$ cat src/rtl/cache_ctrl_pkg.sv
// Shared encodings for the data-cache sequencing FSM: state codes (as seen on
// state_dbg), CPU opcodes and cache-array commands.
package cache_ctrl_pkg;

  typedef enum logic [3:0] {
    ST_IDLE    = 4'd0,
    ST_CLEAR   = 4'd1,
    ST_LOOKUP  = 4'd2,
    ST_CHECK   = 4'd3,
    ST_EVICT   = 4'd4,
    ST_FILL    = 4'd5,
    ST_INSTALL = 4'd6,
    ST_ACCESS  = 4'd7,
    ST_PTR     = 4'd8,
    ST_ERR     = 4'd9,
    ST_DONE    = 4'd10
  } state_t;

  localparam logic [1:0] OP_CLEAR = 2'b00;
  localparam logic [1:0] OP_NOP   = 2'b01;
  localparam logic [1:0] OP_READ  = 2'b10;
  localparam logic [1:0] OP_WRITE = 2'b11;

  localparam logic [1:0] CI_CLEAR = 2'b00;
  localparam logic [1:0] CI_LOAD  = 2'b01;
  localparam logic [1:0] CI_HOLD  = 2'b10;
  localparam logic [1:0] CI_WRITE = 2'b11;

  function automatic logic is_ram_wait(input state_t s);
    return (s == ST_EVICT) || (s == ST_FILL);
  endfunction

endpackage

$ cat src/rtl/cache_ctrl_timer.sv
// Loadable saturating down-counter; expired is high while the count is zero.
module cache_ctrl_timer #(
  parameter int W = 7
) (
  input  logic         clk,
  input  logic         rst_n,
  input  logic         load,
  input  logic [W-1:0] load_val,
  input  logic         en,
  output logic         expired
);

  logic [W-1:0] count_reg;

  always_ff @(posedge clk or negedge rst_n) begin
    if (!rst_n) begin
      count_reg <= '0;
    end else if (load) begin
      count_reg <= load_val;
    end else if (en && (count_reg != '0)) begin
      count_reg <= count_reg - 1'b1;
    end
  end

  assign expired = (count_reg == '0);

endmodule

$ cat src/rtl/cache_ctrl_seq.sv
// Direct-mapped data-cache sequencer: clear/read/write with pointer indirection.
// Define CACHE_CTRL_TIMEOUT_EN to bound EVICT/FILL waits by RAM_TIMEOUT cycles.
module cache_ctrl_seq
  import cache_ctrl_pkg::*;
#(
  parameter int MAX_IND     = 2,
  parameter int CLR_CYCLES  = 1,
  parameter int RAM_TIMEOUT = 64
) (
  input  logic                           clk,
  input  logic                           rst_n,
  input  logic                           req,
  input  logic [1:0]                     ctrl,
  input  logic [$clog2(MAX_IND+1)-1:0]   ind_level,
  input  logic                           is_hit,
  input  logic                           is_clean,
  input  logic                           ram_ready,
  output logic [1:0]                     cache_in,
  output logic                           data_in_sel,
  output logic                           ram_rd_en,
  output logic                           ram_wr_en,
  output logic                           ptr_load,
  output logic                           out_ready,
  output logic                           done,
  output logic                           busy,
  output logic                           err,
  output logic [3:0]                     state_dbg
);

  localparam int LW = $clog2(MAX_IND + 1);
  localparam int CW = (CLR_CYCLES > 1) ? $clog2(CLR_CYCLES) : 1;
  localparam logic [LW:0]   MAX_LVL  = (LW + 1)'(MAX_IND);
  localparam logic [CW-1:0] CLR_LAST = CW'(CLR_CYCLES - 1);

  state_t        state_reg, state_next;
  logic [1:0]    op_reg, op_next;
  logic [LW-1:0] level_reg, level_next;
  logic          err_reg, err_next;
  logic [CW-1:0] clr_cnt_reg;
  logic          accept;
  logic          final_write;

  logic [1:0] cache_in_reg, cache_in_next;
  logic       data_in_sel_reg, data_in_sel_next;
  logic       ram_rd_en_reg, ram_wr_en_reg, ptr_load_reg;
  logic       out_ready_reg, out_ready_next;
  logic       done_reg, busy_reg;

`ifdef CACHE_CTRL_TIMEOUT_EN
  localparam int TW = $clog2(RAM_TIMEOUT + 1);
  logic timer_expired;

  // Reloads on every state change, so EVICT->FILL gets a fresh budget.
  cache_ctrl_timer #(.W(TW)) u_timer (
    .clk      (clk),
    .rst_n    (rst_n),
    .load     (state_next != state_reg),
    .load_val (TW'(RAM_TIMEOUT - 1)),
    .en       (is_ram_wait(state_reg)),
    .expired  (timer_expired)
  );
`endif

  // A write at its final level is no-allocate: it never fills the line.
  assign final_write = (op_reg == OP_WRITE) && (level_reg == '0);

  always_comb begin
    state_next = state_reg;
    accept     = 1'b0;
    case (state_reg)
      ST_IDLE: begin
        if (req) begin
          accept = 1'b1;
          case (ctrl)
            OP_CLEAR: state_next = ST_CLEAR;
            OP_NOP:   state_next = ST_DONE;
            default:  state_next = ({1'b0, ind_level} > MAX_LVL) ? ST_ERR : ST_LOOKUP;
          endcase
        end
      end
      ST_CLEAR:   if (clr_cnt_reg == '0) state_next = ST_DONE;
      ST_LOOKUP:  state_next = ST_CHECK;
      ST_CHECK: begin
        if (is_hit)        state_next = ST_ACCESS;
        else if (is_clean) state_next = final_write ? ST_ACCESS : ST_FILL;
        else               state_next = ST_EVICT;
      end
      ST_EVICT: begin
        if (ram_ready) state_next = final_write ? ST_ACCESS : ST_FILL;
`ifdef CACHE_CTRL_TIMEOUT_EN
        else if (timer_expired) state_next = ST_ERR;
`endif
      end
      ST_FILL: begin
        if (ram_ready) state_next = ST_INSTALL;
`ifdef CACHE_CTRL_TIMEOUT_EN
        else if (timer_expired) state_next = ST_ERR;
`endif
      end
      ST_INSTALL: state_next = ST_ACCESS;
      ST_ACCESS:  state_next = (level_reg != '0) ? ST_PTR : ST_DONE;
      ST_PTR:     state_next = ST_LOOKUP;
      ST_ERR:     state_next = ST_DONE;
      ST_DONE:    state_next = ST_IDLE;
      default:    state_next = ST_IDLE;
    endcase
  end

  always_comb begin
    op_next    = accept ? ctrl : op_reg;
    level_next = accept ? ind_level
               : ((state_reg == ST_PTR) ? level_reg - 1'b1 : level_reg);
    if (state_next == ST_ERR) err_next = 1'b1;
    else if (accept)          err_next = 1'b0;
    else                      err_next = err_reg;
  end

  // Outputs are decoded from the next state and registered with it.
  always_comb begin
    cache_in_next    = CI_HOLD;
    data_in_sel_next = 1'b0;
    out_ready_next   = 1'b0;
    case (state_next)
      ST_CLEAR:   cache_in_next = CI_CLEAR;
      ST_LOOKUP:  cache_in_next = CI_LOAD;
      ST_INSTALL: begin
        cache_in_next    = CI_WRITE;
        data_in_sel_next = 1'b1;
      end
      ST_ACCESS:  if (op_next == OP_WRITE && level_next == '0) cache_in_next = CI_WRITE;
      ST_DONE:    out_ready_next = op_next[1] && !err_next;
      default:    cache_in_next = CI_HOLD;
    endcase
  end

  always_ff @(posedge clk or negedge rst_n) begin
    if (!rst_n) begin
      state_reg       <= ST_IDLE;
      op_reg          <= OP_NOP;
      level_reg       <= '0;
      err_reg         <= 1'b0;
      clr_cnt_reg     <= '0;
      cache_in_reg    <= CI_HOLD;
      data_in_sel_reg <= 1'b0;
      ram_rd_en_reg   <= 1'b0;
      ram_wr_en_reg   <= 1'b0;
      ptr_load_reg    <= 1'b0;
      out_ready_reg   <= 1'b0;
      done_reg        <= 1'b0;
      busy_reg        <= 1'b0;
    end else begin
      state_reg <= state_next;
      op_reg    <= op_next;
      level_reg <= level_next;
      err_reg   <= err_next;
      if (state_next == ST_CLEAR && state_reg != ST_CLEAR) clr_cnt_reg <= CLR_LAST;
      else if (state_reg == ST_CLEAR && clr_cnt_reg != '0) clr_cnt_reg <= clr_cnt_reg - 1'b1;
      cache_in_reg    <= cache_in_next;
      data_in_sel_reg <= data_in_sel_next;
      ram_rd_en_reg   <= (state_next == ST_FILL);
      ram_wr_en_reg   <= (state_next == ST_EVICT);
      ptr_load_reg    <= (state_next == ST_PTR);
      out_ready_reg   <= out_ready_next;
      done_reg        <= (state_next == ST_DONE);
      busy_reg        <= (state_next != ST_IDLE);
    end
  end

  assign cache_in    = cache_in_reg;
  assign data_in_sel = data_in_sel_reg;
  assign ram_rd_en   = ram_rd_en_reg;
  assign ram_wr_en   = ram_wr_en_reg;
  assign ptr_load    = ptr_load_reg;
  assign out_ready   = out_ready_reg;
  assign done        = done_reg;
  assign busy        = busy_reg;
  assign err         = err_reg;
  assign state_dbg   = state_reg;

endmodule

$ cat config.mk
export PLATFORM = sky130hd
export DESIGN_NAME = cache_ctrl_seq
export DESIGN_NICKNAME = d
export VERILOG_FILES = /design/src/rtl/cache_ctrl_pkg.sv /design/src/rtl/cache_ctrl_timer.sv /design/src/rtl/cache_ctrl_seq.sv
export SDC_FILE = /design/constraint.sdc
export NUM_CORES = 1
export LEC_CHECK = 0
export CORE_ASPECT_RATIO = 0.5
export CORE_MARGIN = 2
export CORE_UTILIZATION = 40
export DETAILED_ROUTE_END_ITERATION = 8
export HOLD_SLACK_MARGIN = 0.02
export PLACE_DENSITY = 0.66
export SYNTH_ARGS = -nofsm -noshare
export SYNTH_HDL_FRONTEND = slang
export SYNTH_HIERARCHICAL = 1
export SYNTH_SLANG_ARGS = --single-unit
$ cat constraint.sdc
create_clock -name clk -period 2.4 [get_ports clk]
set_input_delay 0.36 -clock clk [delete_from_list [all_inputs] [get_ports clk]]
set_output_delay 0.36 -clock clk [all_outputs]
set_load 0.005 [all_outputs]
# Yosys cells after proc, flatten, opt, wreduce, memory -nomap -nowiden
# Cells that the tools add are included.
# classes
n_eq_ne	22
add_sub_neg	2
magnitude_cmp	1
n_mux	24
reduce_logical	13
# ops
op	count
one-hot mux 4 bit (10 select lines)	1
== test 4 x 3 -> 1 bit (second input constant)	8
== test 4 bit (second input constant)	5
two-way mux 4 bit	5
two-way mux 2 bit	7
== test 4 x 2 -> 1 bit (second input constant)	3
two-way mux 1 bit	9
== test 4 x 1 -> 1 bit (second input constant)	2
one-hot mux 2 bit (4 select lines)	1
one-hot mux 4 bit (2 select lines)	1
zero test 2 bit	3
logical AND 1 bit	5
== test 2 bit (second input constant)	2
zero test 4 bit	1
!= test 4 x 1 -> 1 bit (second input constant)	1
nonzero test 2 bit	2
nonzero test 4 bit	1
== test 2 x 1 -> 1 bit (second input constant)	1
greater-than comparator 2 bit (second input constant)	1
subtractor 2 x 1 -> 2 bit (second input constant)	1
zero test 1 bit	1
subtractor 1 bit (second input constant)	1
# totals
regBits	19
input_bits	10
wordCells	75
out_inout_bits	14

# Logic depth before layout (Yosys ltp)
# depth
word_depth	11
mapped_depth	8
mapped_depth_nobuf	8

# Least setup slack after synthesis
# No wires, ideal clock.
# synth_path
path_kind	register to register
from	register state_reg[1], in the netlist state_dbg[1]
to	register cache_in_reg[0], in the netlist cache_in[0]
slack_ps	683
required_time_ps	2331
arrival_ps	1648
setup_time_ps	69
n_path_buf	1
period_less_slack_ps	1717
stages_incl_launch_ff	7
cell_sequence	dfrtp_1 -> buf_6 -> nor4_2 -> nand2_1 -> o221ai_4 -> mux2_4 -> nor2_2
# synth_between
elab_cells_between_ends	28
classes_between	14 x eq/ne; 11 x mux; 3 x reduce/logical
# synth_rtl
element	line_no	text
from (decl)	cache_ctrl_seq.sv:35	state_t state_reg, state_next;
from (signal assigned)	cache_ctrl_seq.sv:152	state_reg <= state_next;
== test 4 bit, or another cell as far along	cache_ctrl_seq.sv:70	case (state_reg)
one-hot mux 4 bit (10 select lines) *	cache_ctrl_seq.sv:70	
via state_next[0]	cache_ctrl_seq.sv:35	
== test 4 x 3 -> 1 bit, or another cell as far along	cache_ctrl_seq.sv:123	case (state_next)
one-hot mux 2 bit (4 select lines) *	cache_ctrl_seq.sv:123	
via cache_in_next[0]	cache_ctrl_seq.sv:43	logic [1:0] cache_in_reg, cache_in_next;
to (signal assigned)	cache_ctrl_seq.sv:158	cache_in_reg <= cache_in_next;
to (decl)	cache_ctrl_seq.sv:43	
# The timed path passes the listed nets; every way through them passes the cells marked *.
# A chain may end at the register's enable or synchronous reset.

# Final worst setup path
# layout_path
from	register state_reg[2], in the netlist state_dbg[2]
to	register cache_in_reg[0], in the netlist cache_in[0]
# layout_between
elab_chain_len	7
elab_cells_between_ends	28
classes_between	14 x eq/ne; 11 x mux; 3 x reduce/logical
# layout_rtl
element	line_no	text
zero test 4 bit or == test 4 bit (tied branches)	cache_ctrl_seq.sv:70, cache_ctrl_seq.sv:112	
two-way mux 1 bit or two-way mux 2 bit (tied branches)	cache_ctrl_seq.sv:70, cache_ctrl_seq.sv:112	
two-way mux 2 bit, on equally long branches	cache_ctrl_seq.sv:110, cache_ctrl_seq.sv:111	
== test 2 bit or zero test 2 bit (tied branches)	cache_ctrl_seq.sv:130	ST_ACCESS: if (op_next == OP_WRITE && level_next == '0) cache_in_next = CI_WRITE;
logical AND 1 bit	cache_ctrl_seq.sv:130	
two-way mux 1 bit	cache_ctrl_seq.sv:130	
one-hot mux 2 bit (4 select lines) *	cache_ctrl_seq.sv:123	
via cache_in_next[0]	cache_ctrl_seq.sv:43	
# Marked as above.

==> results.md <==
- WL final: 2.16 mm
- Library cells used by synthesis: 47
- Period utilisation layout: 79.2%
- Post-Route Setup TNS: 0 ps
- # port buffers: 23
- Leading cell types in the layout, fill and taps excluded: clkdlybuf4s50_1 (23), dfrtp_1 (17), nor2_1 (7)
- HP Class: in -> async
- Maximum root-to-sink buffer count: 2
- # setup viols final: 0
- Clock Skew: 2.81 ps
- Critical path type: reg -> reg
- Crit-path max FO: 14
- Clk network pwr share: 12.5%
- Fin area: 1370 sq um
- CTS buffer count: 3
- Largest net degree at the start of global routing: 20
- Hold buffer count at cts: 0
- # IOs: 24
- Initial Utilization: 41.2%
- Avg Vias per Cell: 5.14
- Syn nets: 108
- Mapped Area: 1050 sq um
- Leakage: 0.564 nW
- Post-synth EDFFs: 0
- Area growth syn-to-layout: 30.3%
- Dominant synthesized flop cell: dfrtp_1
- Final hold violation count: 0
- Measured slew at the worst slew-check pin: 402 ps
- Number of synthesized register bits: 19
- Final-report max-slew violation count: 0
- Seq/Total Area, Yosys: 45.4%
- Peak supply drop: 0.424 mV
- Status: completed
- Slew margin rel.: 73.2%
- DP Wirelength: 1.66 mm
- FP Rows: 13
- Filler Cells Inserted: 237
- Clock Sinks: 19
- Clock slew at reported path FFs: 70 ps
- Total GRT Usage: 15.5%
- Unrepaired setup endpoints after global routing: no
- Final net count: 135
- Fin crit period: 1900 ps
- Sequential group share of total power: 32.1%
- Share of cells above drive strength 1: 18.7%
- Router iterations before antenna repair: 4
- Worst skew pair latency: 260 ps
- Most common cell after layout, fill and taps aside: clkdlybuf4s50_1
- Htree depth: 1
- WHS: 429 ps
- CTS root buffer: clkbuf_8
- Startpoint types: flip-flop
- Non-Filler Instances: 160
- Syn Area/Cell: 10.8 sq um
- Area after DPL: 1330 sq um
- Mapped Cells: 97
- Sw Share: 38.8%
- Total congestion overflow: 0
- WP data required: 2540 ps
- CP arrival: 2040 ps
- Core Box Area: 2550 sq um
- Die ar.: 3080 sq um
- # diodes: 0
- WL/cell: 13.5 microns
- CP Capture Type: flip-flop
- CTS tree: built
- Post-CTS sizing: 0
- Initial antenna violation count: 0
- Power Density: 1290 nW/um^2
- Die width: 76.5 microns
- Internal power: 0.00109 W
- Comb power frac: 55.4%
- RD Place Congestion: 0.796
- Max-cap violation count: 0
- Vias: 822
- First-pass GRT wire length: 3.60 mm
- Final ANT Viol Nets: 0
- YS warnings: 6
- FFs w/ async S/R, synth: 100%
- Vias in the first global route: 769
- Post-CTS setup buffers: 0
- Max FFs per register: 4
- Max Clk Rate: 526 MHz
- Die Y: 40.3 microns
- DP Cell Count: 156
- First DRT Iteration DRCs: 61
- DRC Markers: 0
- Net Switching: 0.000688 W
==> cell usage after synthesis, types with 2 or more instances <==
| cell | instances | area (sq um) |
|---|---|---|
| a21oi_1 | 6 | 30.0 |
| and3_1 | 2 | 12.5 |
| buf_2 | 3 | 15.0 |
| buf_6 | 2 | 22.5 |
| dfrtp_1 | 17 | 425 |
| dfstp_2 | 2 | 52.6 |
| inv_1 | 4 | 15.0 |
| mux2_1 | 2 | 22.5 |
| nand2_1 | 6 | 22.5 |
| nand2b_1 | 2 | 12.5 |
| nand3_1 | 2 | 10.0 |
| nand3b_1 | 3 | 22.5 |
| nor2_1 | 7 | 26.3 |
| nor2b_1 | 3 | 18.8 |
| nor3_1 | 2 | 10.0 |
| o21ai_0 | 2 | 10.0 |
| o31ai_1 | 2 | 15.0 |
==> kinds of logic after synthesis <==
kind of cell | Yosys count | synth area share, %
xor+xnor | 1 | 0.832
buf+inv | 11 | 5.71
simple gates | 36 | 21.8
fa+ha+maj | 1 | 1.19
mux | 4 | 4.52
compound gates | 25 | 20.6
flops | 19 | 45.4
==> power by group through the flow <==
stage / registers, W / clock network [W] / logic (W)
finish: 0.000570 / 0.000222 / 0.000983
global route: 0.000589 / 0.000239 / 0.00108
CTS: 0.000572 / 0.000229 / 0.000982
detailed placement: 0.000579 / 0 / 0.000974
global placement: 0.000576 / 0 / 0.000961
floorplan: 0.000538 / 0 / 0.000703
==> metrics by stage <==
stage                     power, W  setup slack (ps)  utilization [%]
after global placement     0.00154               331             51.9
after CTS                  0.00178               495             53.7
final                      0.00177               499             53.7
after detailed placement   0.00155               311             51.9
after floorplan            0.00124               683                -
after global routing       0.00190               400             53.7
==> per-layer routing <==
layer | share of wire, % | up-vias | GRT usage, %
met5 | 0 | - | 0
met4 | 0.56 | 0 | 5.45
met3 | 5.1 | 3 | 3.83
met2 | 43 | 24 | 25.4
met1 | 51 | 397 | 20.9
li1 | - | 398 | -
==> final timing paths <==
check                                   from      endpoint  slack (ps)  cells past startpoint
worst max-delay path            state_dbg[2]   cache_in[0]         500                      5
worst min-delay path                   rst_n  level_reg[0]         430                      2
worst max register to register  state_dbg[2]   cache_in[0]         500                      5
worst min register to register           err           err         510                      2
max in group asynchronous              rst_n   cache_in[1]        1710                      2
min in group clk                         err           err         510                      2
==> cell type report <==
| cell class | count | area, sq um | area share, % |
|---|---|---|---|
| multi-input combinational | 67 | 514 | 37.5 |
| clock inverter | 1 | 5.00 | 0.365 |
| tap | 37 | 46.3 | 3.38 |
| sequential | 19 | 478 | 34.9 |
| timing repair buffer | 28 | 268 | 19.5 |
| inverter | 5 | 18.8 | 1.37 |
| clock buffer | 3 | 41.3 | 3.01 |
==> critical path, stage by stage (launching register included) <==
cell and delay (ps):
dfrtp_1 520, or4b_1 630, and3_1 230, o2111ai_1 190
mux2_4 190, nor2_2 30
No activity file was read; power rests on OpenSTA's default activity.
